## src/rtl/stopwatch_core_pkg.sv

```systemverilog
// Shared definitions for the stopwatch time base: FSM encodings, digit-field
// positions inside bcd_out and the fixed digit-pair limits.
package stopwatch_core_pkg;

    typedef enum logic [1:0] {
        ST_IDLE  = 2'd0,
        ST_RUN   = 2'd1,
        ST_PAUSE = 2'd2,
        ST_LAP   = 2'd3
    } sw_state_t;

    // LSB of each two-digit field in bcd_out (H1H0 MM1M0 S1S0 C1C0).
    localparam int HOUR_LSB  = 24;
    localparam int MIN_LSB   = 16;
    localparam int SEC_LSB   = 8;
    localparam int CENTI_LSB = 0;

    localparam int CENTI_MAX = 99;
    localparam int SEXA_MAX  = 59;

endpackage

```

## src/rtl/stopwatch_core_if.sv

```systemverilog
// Control/display bundle between the tick divider, key debouncers and the
// stopwatch core, plus the display-facing digit and status outputs.
interface stopwatch_core_if;
    import stopwatch_core_pkg::*;

    // tick, key_ss and key_lap are single-cycle pulses with no back-pressure:
    // a pulse is consumed on the rising cp edge where it is high, and the
    // outputs are pure register functions, valid every cycle.
    logic        tick;
    logic        key_ss;
    logic        key_lap;
    logic [31:0] bcd_out;
    logic        running;
    logic        lap_active;
    logic        ovf;
    sw_state_t   state;

    modport master (
        output tick, key_ss, key_lap,
        input  bcd_out, running, lap_active, ovf, state
    );

    modport slave (
        input  tick, key_ss, key_lap,
        output bcd_out, running, lap_active, ovf, state
    );

endinterface

```

## src/rtl/bcd_pair_counter.sv

```systemverilog
// Two-digit BCD counter that rolls over to 00 after MAX; carry flags the MAX
// value so the next stage can be enabled on the same tick.
module bcd_pair_counter #(
    parameter int MAX = 99
) (
    input  logic       clk,
    input  logic       rst_n,
    input  logic       en,
    input  logic       clr,
    output logic [7:0] digits,
    output logic       carry
);

    localparam logic [3:0] MAX_TENS = 4'(MAX / 10);
    localparam logic [3:0] MAX_ONES = 4'(MAX % 10);

    logic [3:0] tens;
    logic [3:0] ones;

    assign carry  = (tens == MAX_TENS) && (ones == MAX_ONES);
    assign digits = {tens, ones};

    always_ff @(posedge clk or negedge rst_n) begin
        if (!rst_n) begin
            tens <= 4'd0;
            ones <= 4'd0;
        end else if (clr) begin
            tens <= 4'd0;
            ones <= 4'd0;
        end else if (en) begin
            if (carry) begin
                tens <= 4'd0;
                ones <= 4'd0;
            end else if (ones == 4'd9) begin
                tens <= tens + 4'd1;
                ones <= 4'd0;
            end else begin
                ones <= ones + 4'd1;
            end
        end
    end

endmodule

```

## src/rtl/stopwatch_core.sv

```systemverilog
// HH:MM:SS.cc BCD stopwatch with start/stop, lap freeze and clear, counting
// on the 100 Hz tick; the lap latch freezes the display while counting goes on.
module stopwatch_core
    import stopwatch_core_pkg::*;
#(
    parameter int HOUR_LIMIT = 99
) (
    input logic              cp,
    input logic              nCR,
    stopwatch_core_if.slave  bus
);

    sw_state_t   state;
    sw_state_t   state_next;
    logic        capture;
    logic        clr_all;
    logic        count_en;
    logic [31:0] live;
    logic [31:0] lap_q;
    logic        ovf_q;

    logic [7:0]  c_digits, s_digits, m_digits, h_digits;
    logic        c_carry, s_carry, m_carry, h_carry;
    logic        s_en, m_en, h_en, wrap;

    always_ff @(posedge cp or negedge nCR) begin
        if (!nCR) state <= ST_IDLE;
        else      state <= state_next;
    end

    // key_ss always takes priority; a simultaneous key_lap is dropped.
    always_comb begin
        state_next = state;
        capture    = 1'b0;
        clr_all    = 1'b0;
        case (state)
            ST_IDLE: begin
                if (bus.key_ss) state_next = ST_RUN;
            end
            ST_RUN: begin
                if (bus.key_ss) begin
                    state_next = ST_PAUSE;
                end else if (bus.key_lap) begin
                    state_next = ST_LAP;
                    capture    = 1'b1;
                end
            end
            ST_LAP: begin
                if (bus.key_ss)       state_next = ST_PAUSE;
                else if (bus.key_lap) state_next = ST_RUN;
            end
            ST_PAUSE: begin
                if (bus.key_ss) begin
                    state_next = ST_RUN;
                end else if (bus.key_lap) begin
                    state_next = ST_IDLE;
                    clr_all    = 1'b1;
                end
            end
            default: state_next = ST_IDLE;
        endcase
    end

    // Ticks are judged against the pre-transition state.
    assign count_en = bus.tick && ((state == ST_RUN) || (state == ST_LAP));
    assign s_en     = count_en && c_carry;
    assign m_en     = s_en && s_carry;
    assign h_en     = m_en && m_carry;
    assign wrap     = h_en && h_carry;

    bcd_pair_counter #(.MAX(CENTI_MAX)) u_centi (
        .clk(cp), .rst_n(nCR), .en(count_en), .clr(clr_all),
        .digits(c_digits), .carry(c_carry)
    );

    bcd_pair_counter #(.MAX(SEXA_MAX)) u_sec (
        .clk(cp), .rst_n(nCR), .en(s_en), .clr(clr_all),
        .digits(s_digits), .carry(s_carry)
    );

    bcd_pair_counter #(.MAX(SEXA_MAX)) u_min (
        .clk(cp), .rst_n(nCR), .en(m_en), .clr(clr_all),
        .digits(m_digits), .carry(m_carry)
    );

    bcd_pair_counter #(.MAX(HOUR_LIMIT)) u_hour (
        .clk(cp), .rst_n(nCR), .en(h_en), .clr(clr_all),
        .digits(h_digits), .carry(h_carry)
    );

    always_comb begin
        live                   = '0;
        live[HOUR_LSB  +: 8]   = h_digits;
        live[MIN_LSB   +: 8]   = m_digits;
        live[SEC_LSB   +: 8]   = s_digits;
        live[CENTI_LSB +: 8]   = c_digits;
    end

    // Capture samples the register value, so a coincident tick is not included.
    always_ff @(posedge cp or negedge nCR) begin
        if (!nCR) begin
            lap_q <= '0;
            ovf_q <= 1'b0;
        end else begin
            if (clr_all)      lap_q <= '0;
            else if (capture) lap_q <= live;

            if (clr_all)   ovf_q <= 1'b0;
            else if (wrap) ovf_q <= 1'b1;
        end
    end

    assign bus.state      = state;
    assign bus.running    = (state == ST_RUN) || (state == ST_LAP);
    assign bus.lap_active = (state == ST_LAP);
    assign bus.ovf        = ovf_q;
    assign bus.bcd_out    = (state == ST_LAP) ? lap_q : live;

endmodule

```

## src/flat_wrapper.sv

```systemverilog
// flat-port wrapper written by rule: the top's interface ports become plain ports
module stopwatch_core_flat import stopwatch_core_pkg::*;
#(
    parameter int HOUR_LIMIT = 99
)
  (cp, nCR, bus_tick, bus_key_ss, bus_key_lap, bus_bcd_out, bus_running, bus_lap_active, bus_ovf, bus_state);
  stopwatch_core_if bus_i ();
  input logic cp;
  input logic nCR;
  input wire logic [$bits(bus_i.tick)-1:0] bus_tick;
  input wire logic [$bits(bus_i.key_ss)-1:0] bus_key_ss;
  input wire logic [$bits(bus_i.key_lap)-1:0] bus_key_lap;
  output wire logic [$bits(bus_i.bcd_out)-1:0] bus_bcd_out;
  output wire logic [$bits(bus_i.running)-1:0] bus_running;
  output wire logic [$bits(bus_i.lap_active)-1:0] bus_lap_active;
  output wire logic [$bits(bus_i.ovf)-1:0] bus_ovf;
  output wire logic [$bits(bus_i.state)-1:0] bus_state;
  assign bus_i.tick = bus_tick;
  assign bus_i.key_ss = bus_key_ss;
  assign bus_i.key_lap = bus_key_lap;
  assign bus_bcd_out = bus_i.bcd_out;
  assign bus_running = bus_i.running;
  assign bus_lap_active = bus_i.lap_active;
  assign bus_ovf = bus_i.ovf;
  assign bus_state = bus_i.state;
  stopwatch_core #(.HOUR_LIMIT(HOUR_LIMIT)) u_core (.cp(cp), .nCR(nCR), .bus(bus_i));
endmodule
```

## config.mk

```make
export PLATFORM = sky130hd
export DESIGN_NAME = stopwatch_core_flat
export DESIGN_NICKNAME = d
export VERILOG_FILES = /design/src/rtl/stopwatch_core_pkg.sv /design/src/rtl/stopwatch_core_if.sv /design/src/rtl/bcd_pair_counter.sv /design/src/rtl/stopwatch_core.sv /design/src/flat_wrapper.sv
export SDC_FILE = /design/constraint.sdc
export NUM_CORES = 1
export LEC_CHECK = 0
export CORE_MARGIN = 5
export CORE_UTILIZATION = 55
export DETAILED_ROUTE_END_ITERATION = 6
export DONT_BUFFER_PORTS = 1
export GPL_TIMING_DRIVEN = 0
export PLACE_DENSITY_LB_ADDON = 0.15
export SETUP_SLACK_MARGIN = 0.15
export SLEW_MARGIN = 20
export SYNTH_ARGS = -nofsm -noshare
export SYNTH_HDL_FRONTEND = slang
export SYNTH_SLANG_ARGS = --single-unit
```

## constraint.sdc

```tcl
create_clock -name cp -period 2.13 [get_ports cp]
set_input_delay 0.426 -clock cp [delete_from_list [all_inputs] [get_ports cp]]
set_output_delay 0.426 -clock cp [all_outputs]
set_load 0.02 [all_outputs]
```

==> out/results.ini <==
[placed_design]
dp_hpwl_um = 5690
dp_cells = 425
gp_congestion = 0.841
io_buffer_count = 0

[synth]
syn_area_um2 = 3650
ys.warnings.count = 0
synth_fp_nets = 369
synth_seq_cells = 67
synth_edf_count = 0
synth_compound_area_frac = 0.172
yosys.cell_types.count = 51
synth_top_area_cell = dfrtp_1
ys_seq_area_frac = 0.459
yosysTopAreaCellShare = 0.459
synth_top_family_by_area = compound AO/OA/AOI/OAI gates
synthTopCellsByCount = dfrtp_1 (67), nand2_1 (34), a22o_1 (31), mux2_2 (26), o21ai_0 (22)
muxShareOfSynthArea = 0.0967
synth_xor_area_frac = 0.00240
yosys.area_share.simple = 0.167
ys.flop_type = dfrtp_1
post-synth-top-count-cell = dfrtp_1
synthTopCellsByArea = dfrtp_1 (46%), mux2_2 (8.0%), a22o_1 (7.4%), ha_1 (5.5%), nand2_1 (3.5%)
syn-instance-count = 348
syn_area_per_cell_um2 = 10.5
synthArstFlopShare = 1.00
synth-adder-area-share = 0.0549

[critical_path]
start_kind = flip-flop
path_class = reg2out
path_cells = buf_6 > nand2_8 > clkbuf_16 > mux2_4
worstSetupEndpointType = output port
cp_max_fo = 5
required_ns = 1.70
critical_path.top_delay_family = flip-flops
critPathBufInv = 2
crit_path_top_delay_cell = dfrtp_2
reg2reg_slack_ns = 0.22
cp_data_arrival_time_ns = 1.61
slowest_delay_ns = 0.46

[timing]
relSlewSlack = 0.679
holdWs_ns = -0.230
finalCriticalPeriod_ns = 2.04
rsz0062_at_grt = true
tns_ns = 0
skew_ns = 0.00678
final-setup-viol-count = 0
finalCritPeriodShare = 0.957
drv_slew = 0
worst_pin_slew_ns = 0.482
hold_viol = 67
max_freq_ghz = 0.491

[detailed_routing]
dr.pass1.iters = 4
first_iter_violations = 143
wl_per_cell_um = 20.0
ant_nets = 0
drc_errors = 0
wirelength_um = 9170
routed-via-count = 2853
via_per_inst = 6.22

[global_route]
grt_usage = 0.225
grt_max_degree = 68
antenna_found_initial = 0
grt_pass1_vias = 2938
grt-ovfl-total = 0
grt_pass1_wl_um = 15100

[cells_and_area]
drive_above_1_share = 0.322
fill_cells = 469
final_nets = 399
final_core_util = 0.709
areaGrowthSynthToFinish_pct = 24.0
final_cells = 459
diodes = 0

[floorplanning]
ios = 42
core.rowCount = 29
initial_core_util = 0.572
fp.dieW_um = 91.5
dieHeight_um = 91.5
coreArea_um2 = 6390
die_area_um2 = 8360

[worst_hold_path]
holdCritPathClass = in2async

[clock_tree]
insertion_delay_ns = 0.35
clockBufferDepth = 2
htreeDepth = 3
cts_root_buf = clkbuf_8
cts_buffers = 9
clock_sinks = 67
cts_tree = yes
path_clk_slew_ns = 0.07

[outcome]
status = finished, violations left
violations = hold timing

[power]
ir_worst_vdd_v = 0.000627
p_per_area_nw_per_um2 = 932
power_leakage_nw = 2.17
power_mw = 4.22

[run]
cap_violations = 0

-- final timing paths --
| path | startpoint | to | cells after the start |
|---|---|---|---|
| min in group cp | bus_key_ss | u_core.bus.state[0]$_DFFE_PN0P_ | 1 |
| worst max register to register | u_core.u_centi.tens[1]$_DFFE_PN0P_ | u_core.u_min.ones[0]$_DFFE_PN0P_ | 8 |
| worst max-delay path | u_core.bus.state[0]$_DFFE_PN0P_ | bus_bcd_out[16] | 4 |
| max in group asynchronous | nCR | u_core.u_sec.ones[0]$_DFFE_PN0P_ | 0 |
| worst min register to register | u_core.lap_q[3]$_DFFE_PN0P_ | u_core.lap_q[3]$_DFFE_PN0P_ | 1 |
| worst min-delay path | nCR | u_core.lap_q[31]$_DFFE_PN0P_ | 0 |
-- power by group --
part	internal, mW	total (mW)	switching [mW]
Combinational	0.690	1.52	0.826
Clock	0.664	1.14	0.473
Sequential	1.40	1.57	0.168
-- per-layer routing --
metal  vias to the layer above  wire, um  global-route usage
met5                         -         0                   0
met4                         0       139              0.0905
met3                        10       407              0.0413
met2                        42      4490               0.359
met1                      1449      4130               0.304
li1                       1352         -                   -
-- final cells by class --
cell class | count | area (um2) | area share
multi-input cells | 249 | 2070 | 0.457
flip-flops and latches | 67 | 1680 | 0.372
plain buffers | 22 | 226 | 0.0500
repair buffers | 18 | 186 | 0.0412
clock buffers | 14 | 183 | 0.0404
well taps | 77 | 96.3 | 0.0213
inverters | 11 | 53.8 | 0.0119
clock inverters | 1 | 30.0 | 0.00664
-- placed cells by master, fill, tap and decap left out, types with 3 or more instances in the layout --
| cell type | count |
|---|---|
| nand4b_1 | 3 |
| mux2_2 | 5 |
| clkbuf_16 | 5 |
| o211ai_1 | 4 |
| and2_1 | 4 |
| o21ai_4 | 8 |
| a21oi_1 | 15 |
| nand2_1 | 29 |
| buf_6 | 9 |
| buf_4 | 14 |
| a22o_1 | 31 |
| clkbuf_1 | 4 |
| dfrtp_2 | 5 |
| clkbuf_8 | 13 |
| ha_1 | 14 |
| mux2i_1 | 6 |
| o31ai_1 | 3 |
| mux2_4 | 21 |
| dfrtp_1 | 62 |
| o21ai_0 | 14 |
| nand3_1 | 10 |
| clkbuf_2 | 7 |
| inv_2 | 4 |
| nand2_2 | 3 |
| nand4_1 | 4 |
| and3b_1 | 4 |
| or3_1 | 6 |
| and3b_2 | 4 |
| inv_1 | 6 |
| nor4_1 | 3 |
| nor2_1 | 14 |
-- per-stage QoR --
step	instance area (um2)	worst slack, ns
CTS	4380	0.0782
floorplan	3670	0.0629
global route	4530	0.0472
global placement	3760	-0.482
finish	4530	0.0916
detailed placement	3760	-0.496
-- what timing repair did --
item / 4_1_cts / 5_1_grt
gates resized for setup: 67 / 39
pin swaps: 2 / 8
endpoints found under the setup margin: 72 / 73
endpoints found under the hold margin: 67 / 67
cloned: 4 / 0
buffers inserted: 9 / 6
-- cell families after synthesis --
group | Yosys count
AOI/OAI and AO/OA | 90
xor gates and xnor gates | 1
adders and majority gates | 16
buffers and inverters | 33
DFF | 67
muxes | 32
and+or+nand+nor | 109
-- registers in the layout, indices dropped and copies added (netlist names) --
name                 flops
u_core.u_centi.tens      4
u_core.lap_q            32
u_core.u_sec.tens        4
u_core.bus.state         2
u_core.u_sec.ones        4
u_core.u_hour.tens       4
u_core.u_hour.ones       4
u_core.u_centi.ones      4
u_core.u_min.tens        4
u_core.u_min.ones        4
u_core.bus.ovf           1
Note: power is estimated with default switching activity, not from simulation.
